**config.mk**
```make
export PLATFORM = sky130hd
export DESIGN_NAME = mmio_console
export DESIGN_NICKNAME = d
export VERILOG_FILES = /design/src/rtl/mmio_console_pkg.sv /design/src/rtl/mmio_console_byte_fifo.sv /design/src/rtl/mmio_console.sv
export SDC_FILE = /design/constraint.sdc
export NUM_CORES = 1
export LEC_CHECK = 0
export BUFFER_PORTS_ARGS = -buffer_cell sky130_fd_sc_hd__buf_4
export CAP_MARGIN = 40
export CORE_UTILIZATION = 55
export CTS_CLUSTER_DIAMETER = 60
export CTS_CLUSTER_SIZE = 10
export DETAILED_ROUTE_END_ITERATION = 12
export MAX_ROUTING_LAYER = met4
export PLACE_DENSITY = 0.77
export SLEW_MARGIN = 25
export SYNTH_ARGS = -nofsm -noshare
export SYNTH_HDL_FRONTEND = slang
export SYNTH_SLANG_ARGS = --single-unit
```
**constraint.sdc**
```tcl
create_clock -name clk -period 7.57 [get_ports clk]
set_input_delay 0 -clock clk [delete_from_list [all_inputs] [get_ports clk]]
set_output_delay 0 -clock clk [all_outputs]
set_load 0.005 [all_outputs]
```
**src/rtl/mmio_console_pkg.sv**
```systemverilog
// Shared constants for the MMIO console: access sizes, register offsets,
// STATUS bit layout and a small saturation helper.
package mmio_console_pkg;

  localparam logic [1:0] sz_byte = 2'd0;
  localparam logic [1:0] sz_half = 2'd1;
  localparam logic [1:0] sz_word = 2'd2;

  typedef enum logic [1:0] {
    con_txdata = 2'd0,
    con_status = 2'd1,
    con_exit   = 2'd2,
    con_cycles = 2'd3
  } con_reg_e;

  localparam int st_full      = 0;
  localparam int st_empty     = 1;
  localparam int st_overflow  = 2;
  localparam int st_done      = 3;
  localparam int st_count_lsb = 8;

  // Field order mirrors the st_* bit positions above.
  typedef struct packed {
    logic [15:0] rsvd_hi;
    logic [7:0]  count;
    logic [3:0]  rsvd_lo;
    logic        done;
    logic        overflow;
    logic        empty;
    logic        full;
  } status_t;

  function automatic logic [7:0] sat_count8(input logic [31:0] v);
    if (v > 32'd255) begin
      return 8'hFF;
    end else begin
      return v[7:0];
    end
  endfunction

endpackage

```
**src/rtl/mmio_console_byte_fifo.sv**
```systemverilog
// Byte FIFO with extra-MSB pointers; the caller is responsible for never
// pushing into a full FIFO unless it pops in the same cycle.
module byte_fifo #(
  parameter int depth = 16
) (
  input  logic                   clk,
  input  logic                   reset,
  input  logic                   push,
  input  logic [7:0]             din,
  input  logic                   pop,
  output logic [7:0]             dout,
  output logic                   full,
  output logic                   empty,
  output logic [$clog2(depth):0] count
);

  localparam int aw = $clog2(depth);
  localparam logic [aw:0] ptr_one = {{aw{1'b0}}, 1'b1};

  logic [aw:0] r_wptr;
  logic [aw:0] r_rptr;
  logic [7:0]  r_mem [depth];
  logic        w_do_pop;

  assign w_do_pop = pop && !empty;
  assign empty    = (r_wptr == r_rptr);
  assign full     = (r_wptr[aw] != r_rptr[aw]) && (r_wptr[aw-1:0] == r_rptr[aw-1:0]);
  assign count    = r_wptr - r_rptr;
  assign dout     = r_mem[r_rptr[aw-1:0]];

  // Read/write pointer advance.
  always_ff @(posedge clk or negedge reset) begin
    if (!reset) begin
      r_wptr <= {(aw + 1){1'b0}};
      r_rptr <= {(aw + 1){1'b0}};
    end else begin
      if (push) begin
        r_wptr <= r_wptr + ptr_one;
      end
      if (w_do_pop) begin
        r_rptr <= r_rptr + ptr_one;
      end
    end
  end

  // Storage is cleared on reset so the head byte reads as zero afterwards.
  always_ff @(posedge clk or negedge reset) begin
    if (!reset) begin
      for (int i = 0; i < depth; i++) begin
        r_mem[i] <= 8'h00;
      end
    end else if (push) begin
      r_mem[r_wptr[aw-1:0]] <= din;
    end
  end

endmodule

```
**src/rtl/mmio_console.sv**
```systemverilog
// Memory-mapped console/exit responder on the processor data port: TX byte
// FIFO, sticky EXIT register, free-running cycle counter and status.
module mmio_console
  import mmio_console_pkg::*;
#(
  parameter logic [31:0] base  = 32'hFFFF0000,
  parameter int          depth = 16
) (
  input  logic        clk,
  input  logic        reset,
  input  logic        enable,
  input  logic [31:0] addr,
  input  logic        rd_wr,
  input  logic [1:0]  access_size,
  input  logic [31:0] data_in,
  output logic [31:0] data_out,
  output logic [7:0]  tx_data,
  output logic        tx_valid,
  input  logic        tx_ready,
  output logic        done,
  output logic [31:0] exit_code
);

  localparam int cw = $clog2(depth) + 1;

  logic          w_hit;
  logic          w_rd;
  logic          w_wr;
  con_reg_e      w_off;
  logic          w_full;
  logic          w_empty;
  logic          w_pop;
  logic          w_push_req;
  logic          w_push;
  logic          w_drop;
  logic [cw-1:0] w_count;
  logic [7:0]    w_fifo_dout;
  status_t       w_status;
  logic [31:0]   w_rdata;
  logic          w_unused_bits;

  logic          r_done;
  logic          r_overflow;
  logic [31:0]   r_exit_code;
  logic [31:0]   r_cycles;
  logic [31:0]   r_data_out;

  assign w_hit         = enable && (addr[31:4] == base[31:4]);
  assign w_rd          = w_hit && rd_wr;
  assign w_wr          = w_hit && !rd_wr;
  assign w_off         = con_reg_e'(addr[3:2]);
  // TXDATA takes the low byte regardless of size; byte lanes are irrelevant here.
  assign w_unused_bits = ^{access_size, addr[1:0]};

  assign w_pop      = !w_empty && tx_ready;
  assign w_push_req = w_wr && (w_off == con_txdata);
  assign w_push     = w_push_req && (!w_full || w_pop);
  assign w_drop     = w_push_req && w_full && !w_pop;

  byte_fifo #(
    .depth(depth)
  ) u_fifo (
    .clk  (clk),
    .reset(reset),
    .push (w_push),
    .din  (data_in[7:0]),
    .pop  (w_pop),
    .dout (w_fifo_dout),
    .full (w_full),
    .empty(w_empty),
    .count(w_count)
  );

  // STATUS word assembly.
  always_comb begin
    w_status          = status_t'(32'h0000_0000);
    w_status.full     = w_full;
    w_status.empty    = w_empty;
    w_status.overflow = r_overflow;
    w_status.done     = r_done;
    w_status.count    = sat_count8(32'(w_count));
  end

  // Read mux over the four registers.
  always_comb begin
    w_rdata = 32'h0000_0000;
    case (w_off)
      con_txdata: w_rdata = 32'h0000_0000;
      con_status: w_rdata = w_status;
      con_exit:   w_rdata = r_exit_code;
      con_cycles: w_rdata = r_cycles;
      default:    w_rdata = 32'h0000_0000;
    endcase
  end

  // Read data register; zero on non-hit cycles so it can be OR-ed with memory.
  always_ff @(posedge clk or negedge reset) begin
    if (!reset) begin
      r_data_out <= 32'h0000_0000;
    end else if (w_rd) begin
      r_data_out <= w_rdata;
    end else begin
      r_data_out <= 32'h0000_0000;
    end
  end

  // EXIT register and sticky done flag.
  always_ff @(posedge clk or negedge reset) begin
    if (!reset) begin
      r_exit_code <= 32'h0000_0000;
      r_done      <= 1'b0;
    end else if (w_wr && (w_off == con_exit)) begin
      r_exit_code <= data_in;
      r_done      <= 1'b1;
    end
  end

  // Sticky overflow for bytes dropped on a full FIFO.
  always_ff @(posedge clk or negedge reset) begin
    if (!reset) begin
      r_overflow <= 1'b0;
    end else if (w_drop) begin
      r_overflow <= 1'b1;
    end
  end

  // Free-running cycle counter.
  always_ff @(posedge clk or negedge reset) begin
    if (!reset) begin
      r_cycles <= 32'h0000_0000;
    end else begin
      r_cycles <= r_cycles + 32'd1;
    end
  end

  assign data_out  = r_data_out;
  assign tx_data   = w_fifo_dout;
  assign tx_valid  = !w_empty;
  assign done      = r_done;
  assign exit_code = r_exit_code;

endmodule
```
# Word-level counts from Yosys, hierarchy flattened
# Cells that the tools add are included.
[word_totals] out_inout_bits=74 latchBits=0 ff_bits=236 ramBits=0 romBits=0 mem_count=0
[op_classes] n_shift=0 n_lt_le_gt_ge=3 reduce_logical=18 n_mul=0 add_sub_neg=4 n_bitwise=2 n_mux=8 n_div=0 eq_ne=7
[ops] operator="$bwmux 128" count=1
[ops] operator="$pmux 32 s4" count=1
[ops] operator="$add 32x1->32 const B" count=1
[ops] operator="$bmux 8 s4" count=1
[ops] operator="$demux 8 s4" count=1
[ops] operator="$mux 32" count=1
[ops] operator="$eq 28x28->1 const B" count=1
[ops] operator="$mux 8" count=3
[ops] operator="$logic_and 1x1->1" count=12
[ops] operator="$add 5x1->5 const B" count=2
[ops] operator="$ge 5x5->1 const B" count=2
[ops] operator="$not 4->5" count=2
[ops] operator="$eq 5x5->1" count=1
[ops] operator="$lt 5x1->1 const B" count=1
[ops] operator="$sub 5x5->5" count=1
[ops] operator="$eq 2x2->1 const B" count=2
[ops] operator="$eq 4x4->1" count=1
[ops] operator="$logic_not 1->1" count=4
[ops] operator="$eq 2x1->1 const B" count=1
[ops] operator="$logic_not 2->1" count=1
[ops] operator="$logic_or 1x1->1" count=1
[ops] operator="$ne 1x1->1" count=1

# Logic depth before layout (Yosys ltp)
[logic_depth] ltp_word=6 mapped_depth=9 ltp_nobuf=8

# Cells and area by module
# Synthesis repeated with hierarchy kept, for this count alone.
[unflattened] cells_unflattened=762 area_unflattened_um2=10923.0
[by_module_without_submodules] module="byte_fifo" n_inst=1 seq_area_each_um2=3453.3 cells_per_inst=434 area_per_inst_um2=6618.8
[by_module_without_submodules] module="mmio_console" n_inst=1 seq_area_each_um2=2452.4 cells_per_inst=328 area_per_inst_um2=4304.1

# Least setup slack after synthesis
# No wires, ideal clock.
[synth_timing] path_kind="flip-flop to flip-flop" from="register u_fifo.r_rptr[1]" to="register u_fifo.r_mem[0] (netlist bit)" arrival_time_ns=2.699 path_slack_ns=4.746 stages_incl_launch_ff=10 synth_period_minus_slack_ns=2.824 required_ns=7.445 path_buffers=3 path_cell_list="dfrtp_1 clkbuf_1 buf_1 inv_1 ha_1 nand4_1 nor3_1 buf_2 nor4_4 mux2_2"
[synth_via] elab_chain_len=5 word_cells_on_any_way=8 classes_between="2 x eq/ne; 6 x reduce/logical"
[synth_lines] item="start, declared" line_no="mmio_console_byte_fifo.sv:21" rtl="logic [aw:0] r_rptr;"
[synth_lines] item="start signal, assigned" line_no="mmio_console_byte_fifo.sv:35" rtl="r_rptr <= {(aw + 1){1'b0}};"
[synth_lines] item="start signal, assigned" line_no="mmio_console_byte_fifo.sv:41" rtl="r_rptr <= r_rptr + ptr_one;"
[synth_lines] item="$eq 5x5->1 or $eq 4x4->1 (tied branches)" line_no="mmio_console_byte_fifo.sv:26, mmio_console_byte_fifo.sv:27"
[synth_lines] item="$logic_not 1->1 or $logic_and 1x1->1 (tied branches)" line_no="mmio_console.sv:55, mmio_console_byte_fifo.sv:27"
[synth_lines] item="$logic_and 1x1->1 or $logic_not 1->1 (tied branches)" line_no="mmio_console.sv:55, mmio_console.sv:57"
[synth_lines] item="$logic_or 1x1->1 (*)" line_no="mmio_console.sv:57" rtl="assign w_push = w_push_req && (!w_full || w_pop);"
[synth_lines] item="$logic_and 1x1->1 (*)" line_no="mmio_console.sv:57"
[synth_lines] item="end signal, assigned by index" line_no="mmio_console_byte_fifo.sv:53" rtl="r_mem[r_wptr[aw-1:0]] <= din;"
[synth_lines] item="end, declared" line_no="mmio_console_byte_fifo.sv:22" rtl="logic [7:0] r_mem [depth];"
# Mark *: on every way between the ends. The rest lies on a longest branch, timed or not.
# A chain may end at the register's enable or synchronous reset.

# Final worst setup path
[layout_timing] from="register u_fifo.r_rptr[0]" to="register u_fifo.r_mem[0] (netlist bit)"
# Same word-level chain as after synthesis.

==> out/qor.txt <==
nets - 1030
area of placed instances - 12400 µm²
number of setup buffers added after CTS - 0
Die H - 144 µm
Area growth syn-to-layout - 23.1%
Pwr Density - 207 nW/µm²
clock group share of total power - 39.4%
Worst Setup End Kind - flop
Reg power frac - 46.9%
Comb power frac - 13.7%
die area - 20700 µm²
status - finished clean
htree depth - 1
Pre-antenna DRT Iters - 5
final clock skew - 0.0109 ns
# DRC - 0
clock tree sinks - 236
total CTS buffers - 27
WP data required - 7.96 ns
first-pass GRT wire length - 40.9 mm
Arr. time, crit path - 3.56 ns
post-synthesis sequential area ratio - 53.4%
number of synthesized flops with an enable pin - 0
total negative slack - 0 ns
max-cap violations - 0
Worst Setup SP - u_fifo.r_rptr[0]$_DFFE_PN0P_
FP Rows - 51
minimum clock period - 3.18 ns
CTS tree - yes
antenna viol nets, final - 0
Avg Inst Size Synth - 14.5 µm²
slew margin rel. - 40.4%
initial core utilization - 56.5%
Via density - 5.93
CP Launch Type - flop
count of different cell masters after synthesis - 46
Slew Limit Fails - 0
core footprint - 19600 µm²
Clock Latency Late Sink - 0.51 ns
Top cell by count, worst path - buf_4
Net Sw Frac - 24.9%
# port buffers - 140
Root Driver - clkbuf_16
post-DP HPWL - 16.8 mm
clock tree buffer depth - 3
yosys warns - 0
RR Startpoint - u_fifo.r_rptr[0]$_DFFE_PN0P_
Reg2Reg Depth - 7
final setup fails - 0
WP depth - 7
Setup Crit Path Kind - flop to flop
Fillers - 1319
WL per Instance - 21.3 µm
FFs w/ async S/R, synth - 100%
Hold Path Class - primary input to flop
ratio of cells with drive above 1 in the final layout - 44.3%
FF-to-FF setup slack - 4.39 ns
switching power - 703 µW
routability cong. - 0.833
Final Hold Fails - 0
f_max - 0.315 GHz
critical path fanouts, max - 36
CP Buf/Inv Count - 2
worst-path cell chain - buf_4, ha_1, nand4_1, nor3_2, buf_4, nor4_4, mux2_2
pin count of the biggest net entering global routing - 100
I/O pins - 145
CP max-delay cell - nor4_4
RSZ-0062 raised after global routing - no
internal power - 2.12 mW
Die W - 144 µm
Iter 0 DRT Violations - 398
Post-CTS Resized - 0
initial antenna violation count - 0
P_leak - 6.47 nW
Syn Nets - 843
DRT Wirelength - 25.8 mm
crit-path max cell delay - 0.83 ns
fin crit share - 42.0%
worst setup path end - u_fifo.r_mem[0]$_DFFE_PN0P_
ys flop type - dfrtp_1
GRT Overall Usage - 26.8%
Clock transition at path regs - 0.05 ns
Yosys reg bits - 236
total gr overflow - 0
Crit path max-delay family - simple AND/OR/NAND/NOR gates
# diodes - 0
slew of the pin with the lowest slew margin - 0.887 ns
number of global-route vias before repair - 7427
Worst R2R End - u_fifo.r_mem[0]$_DFFE_PN0P_
Post-Syn Instances - 761
vias after detailed routing - 7194
post-route cell area - 13600 µm²
Post-Syn Area - 11100 µm²
Max VDD drop - 0.163 mV
==> power groups by stage <==
| stage | sequential, mW | clock (mW) | combinational (mW) |
|---|---|---|---|
| after CTS | 1.32 | 1.13 | 0.391 |
| after global routing | 1.32 | 1.18 | 0.418 |
| after floorplan | 1.31 | 0 | 0.263 |
| final | 1.32 | 1.11 | 0.387 |
| after detailed placement | 1.34 | 0 | 0.373 |
| after global placement | 1.36 | 0 | 0.327 |
==> tightest hold or removal path, stage by stage <==
cell and delay [ns]:
buf_4 0.08, nor4_1 0.07, and3_1 0.17, a41o_1 0.18
==> registers in the layout, indices dropped and copies added, names as in the netlist <==
signal / count
exit_code: 32
r_overflow: 1
data_out: 32
r_cycles: 32
u_fifo.r_wptr: 5
done: 1
u_fifo.r_rptr: 5
u_fifo.r_mem: 128
==> worst min-delay path by stage <==
stage / from / end / slack, ns / depth (start not counted)
final: addr[9] / r_overflow$_DFFE_PN0P_ / 0.03 / 4
after global routing: addr[6] / r_overflow$_DFFE_PN0P_ / 0.04 / 4
after CTS: addr[11] / u_fifo.r_wptr[0]$_DFFE_PN0P_ / 0.004 / 5
after detailed placement: reset / exit_code[29]$_DFFE_PN0P_ / 0.07 / 1
after global placement: reset / data_out[28]$_DFF_PN0_ / 0.06 / 1
after floorplan: reset / data_out[0]$_DFF_PN0_ / -0.30 / 0
==> cells in the final DEF (no fill, tap or decap), types with 3 or more instances in the layout <==
cell type      netlist  routed
and2_1               7       7
nor4_1              14      14
mux2_2             166     166
a21oi_1              3       3
mux4_2              40      40
dlygate4sd3_1        0      37
and3_1               3       3
mux2i_1             23      23
nor3_1              10       9
ha_1                10      10
buf_16               0       3
xor2_1              20      20
a22oi_1              4       4
mux2_1               4       4
dfrtp_1            236     234
nor3b_1             24      24
and4_1               4       4
nand3_1             19      19
inv_1                7       7
buf_4                2     152
nor2_1              13      13
nor4_4              16      16
buf_6                1       4
clkbuf_16            0      27
nor2b_1              6       6
nand4_1             31      31
nand2_1             14      14
xnor2_1             21      21
or3_1                3       3
==> per-layer routing <==
layer	up-vias	global-route usage, %	part of all wire (%)
li1	3204	-	-
met1	3740	37.0	44
met2	215	42.3	49
met3	35	3.63	5.3
met4	0	6.33	1.6
met5	-	-	0
==> timing repair <==
| action | 4_1_cts | 5_1_grt |
|---|---|---|
| endpoints found under the setup margin | 0 | 0 |
| hold buffers | 37 | 0 |
| hold endpoints to repair | 288 | 0 |
==> logic make-up (layout without fill, tap and decap cells) <==
logic type      count (synthesis)  count (layout)  share of synthesized area [%]
fa+ha+maj                      11              11                           1.31
compound gates                 16              16                          0.984
buf+inv                        49             237                           1.83
xor+xnor                       41              41                           3.25
mux                           233             233                           27.5
flops                         236             236                           53.4
simple gates                  175             175                           11.7
==> synth_stat cells (4+ instances only) <==
| library cell | number | area, µm² |
|---|---|---|
| dfrtp_1 | 236 | 5910 |
| a22oi_1 | 4 | 30.0 |
| mux2_1 | 4 | 45.0 |
| mux2i_1 | 23 | 230 |
| inv_1 | 7 | 26.3 |
| nor3_1 | 10 | 50.1 |
| ha_1 | 10 | 125 |
| nor4_1 | 14 | 87.6 |
| mux4_2 | 40 | 901 |
| buf_1 | 15 | 56.3 |
| nor4_4 | 16 | 340 |
| nor2_1 | 13 | 48.8 |
| nor2b_1 | 6 | 37.5 |
| nor3b_1 | 24 | 180 |
| and2_1 | 7 | 43.8 |
| clkbuf_1 | 20 | 75.1 |
| xnor2_1 | 21 | 184 |
| and4_1 | 4 | 35.0 |
| nand3_1 | 19 | 95.1 |
| nand4_1 | 31 | 194 |
| xor2_1 | 20 | 175 |
| mux2_2 | 166 | 1870 |
| nand2_1 | 14 | 52.6 |
==> layout make-up <==
cell class	count	area (µm²)	area share [%]
clock buffer	29	683	5.02
timing repair buffer	199	1660	12.2
multi-input combinational	476	4970	36.5
tap	265	332	2.43
sequential	236	5910	43.4
inverter	8	30.0	0.220
clock inverter	1	30.0	0.220
==> through the flow <==
stage          hold slack, ns  power [mW]  setup slack, ns  cells  utilization (%)
6_report               0.0263        2.82             4.39   1214             69.5
4_1_cts               0.00354        2.84             4.29   1204             69.0
2_1_floorplan          -0.296        1.57             4.75    761                -
5_1_grt                0.0389        2.93             4.18   1214             69.5
3_5_place_dp           0.0750        1.72             4.31   1137             63.5
3_3_place_gp           0.0583        1.69             4.15   1132             63.1
(Power assumes the default switching activity.)
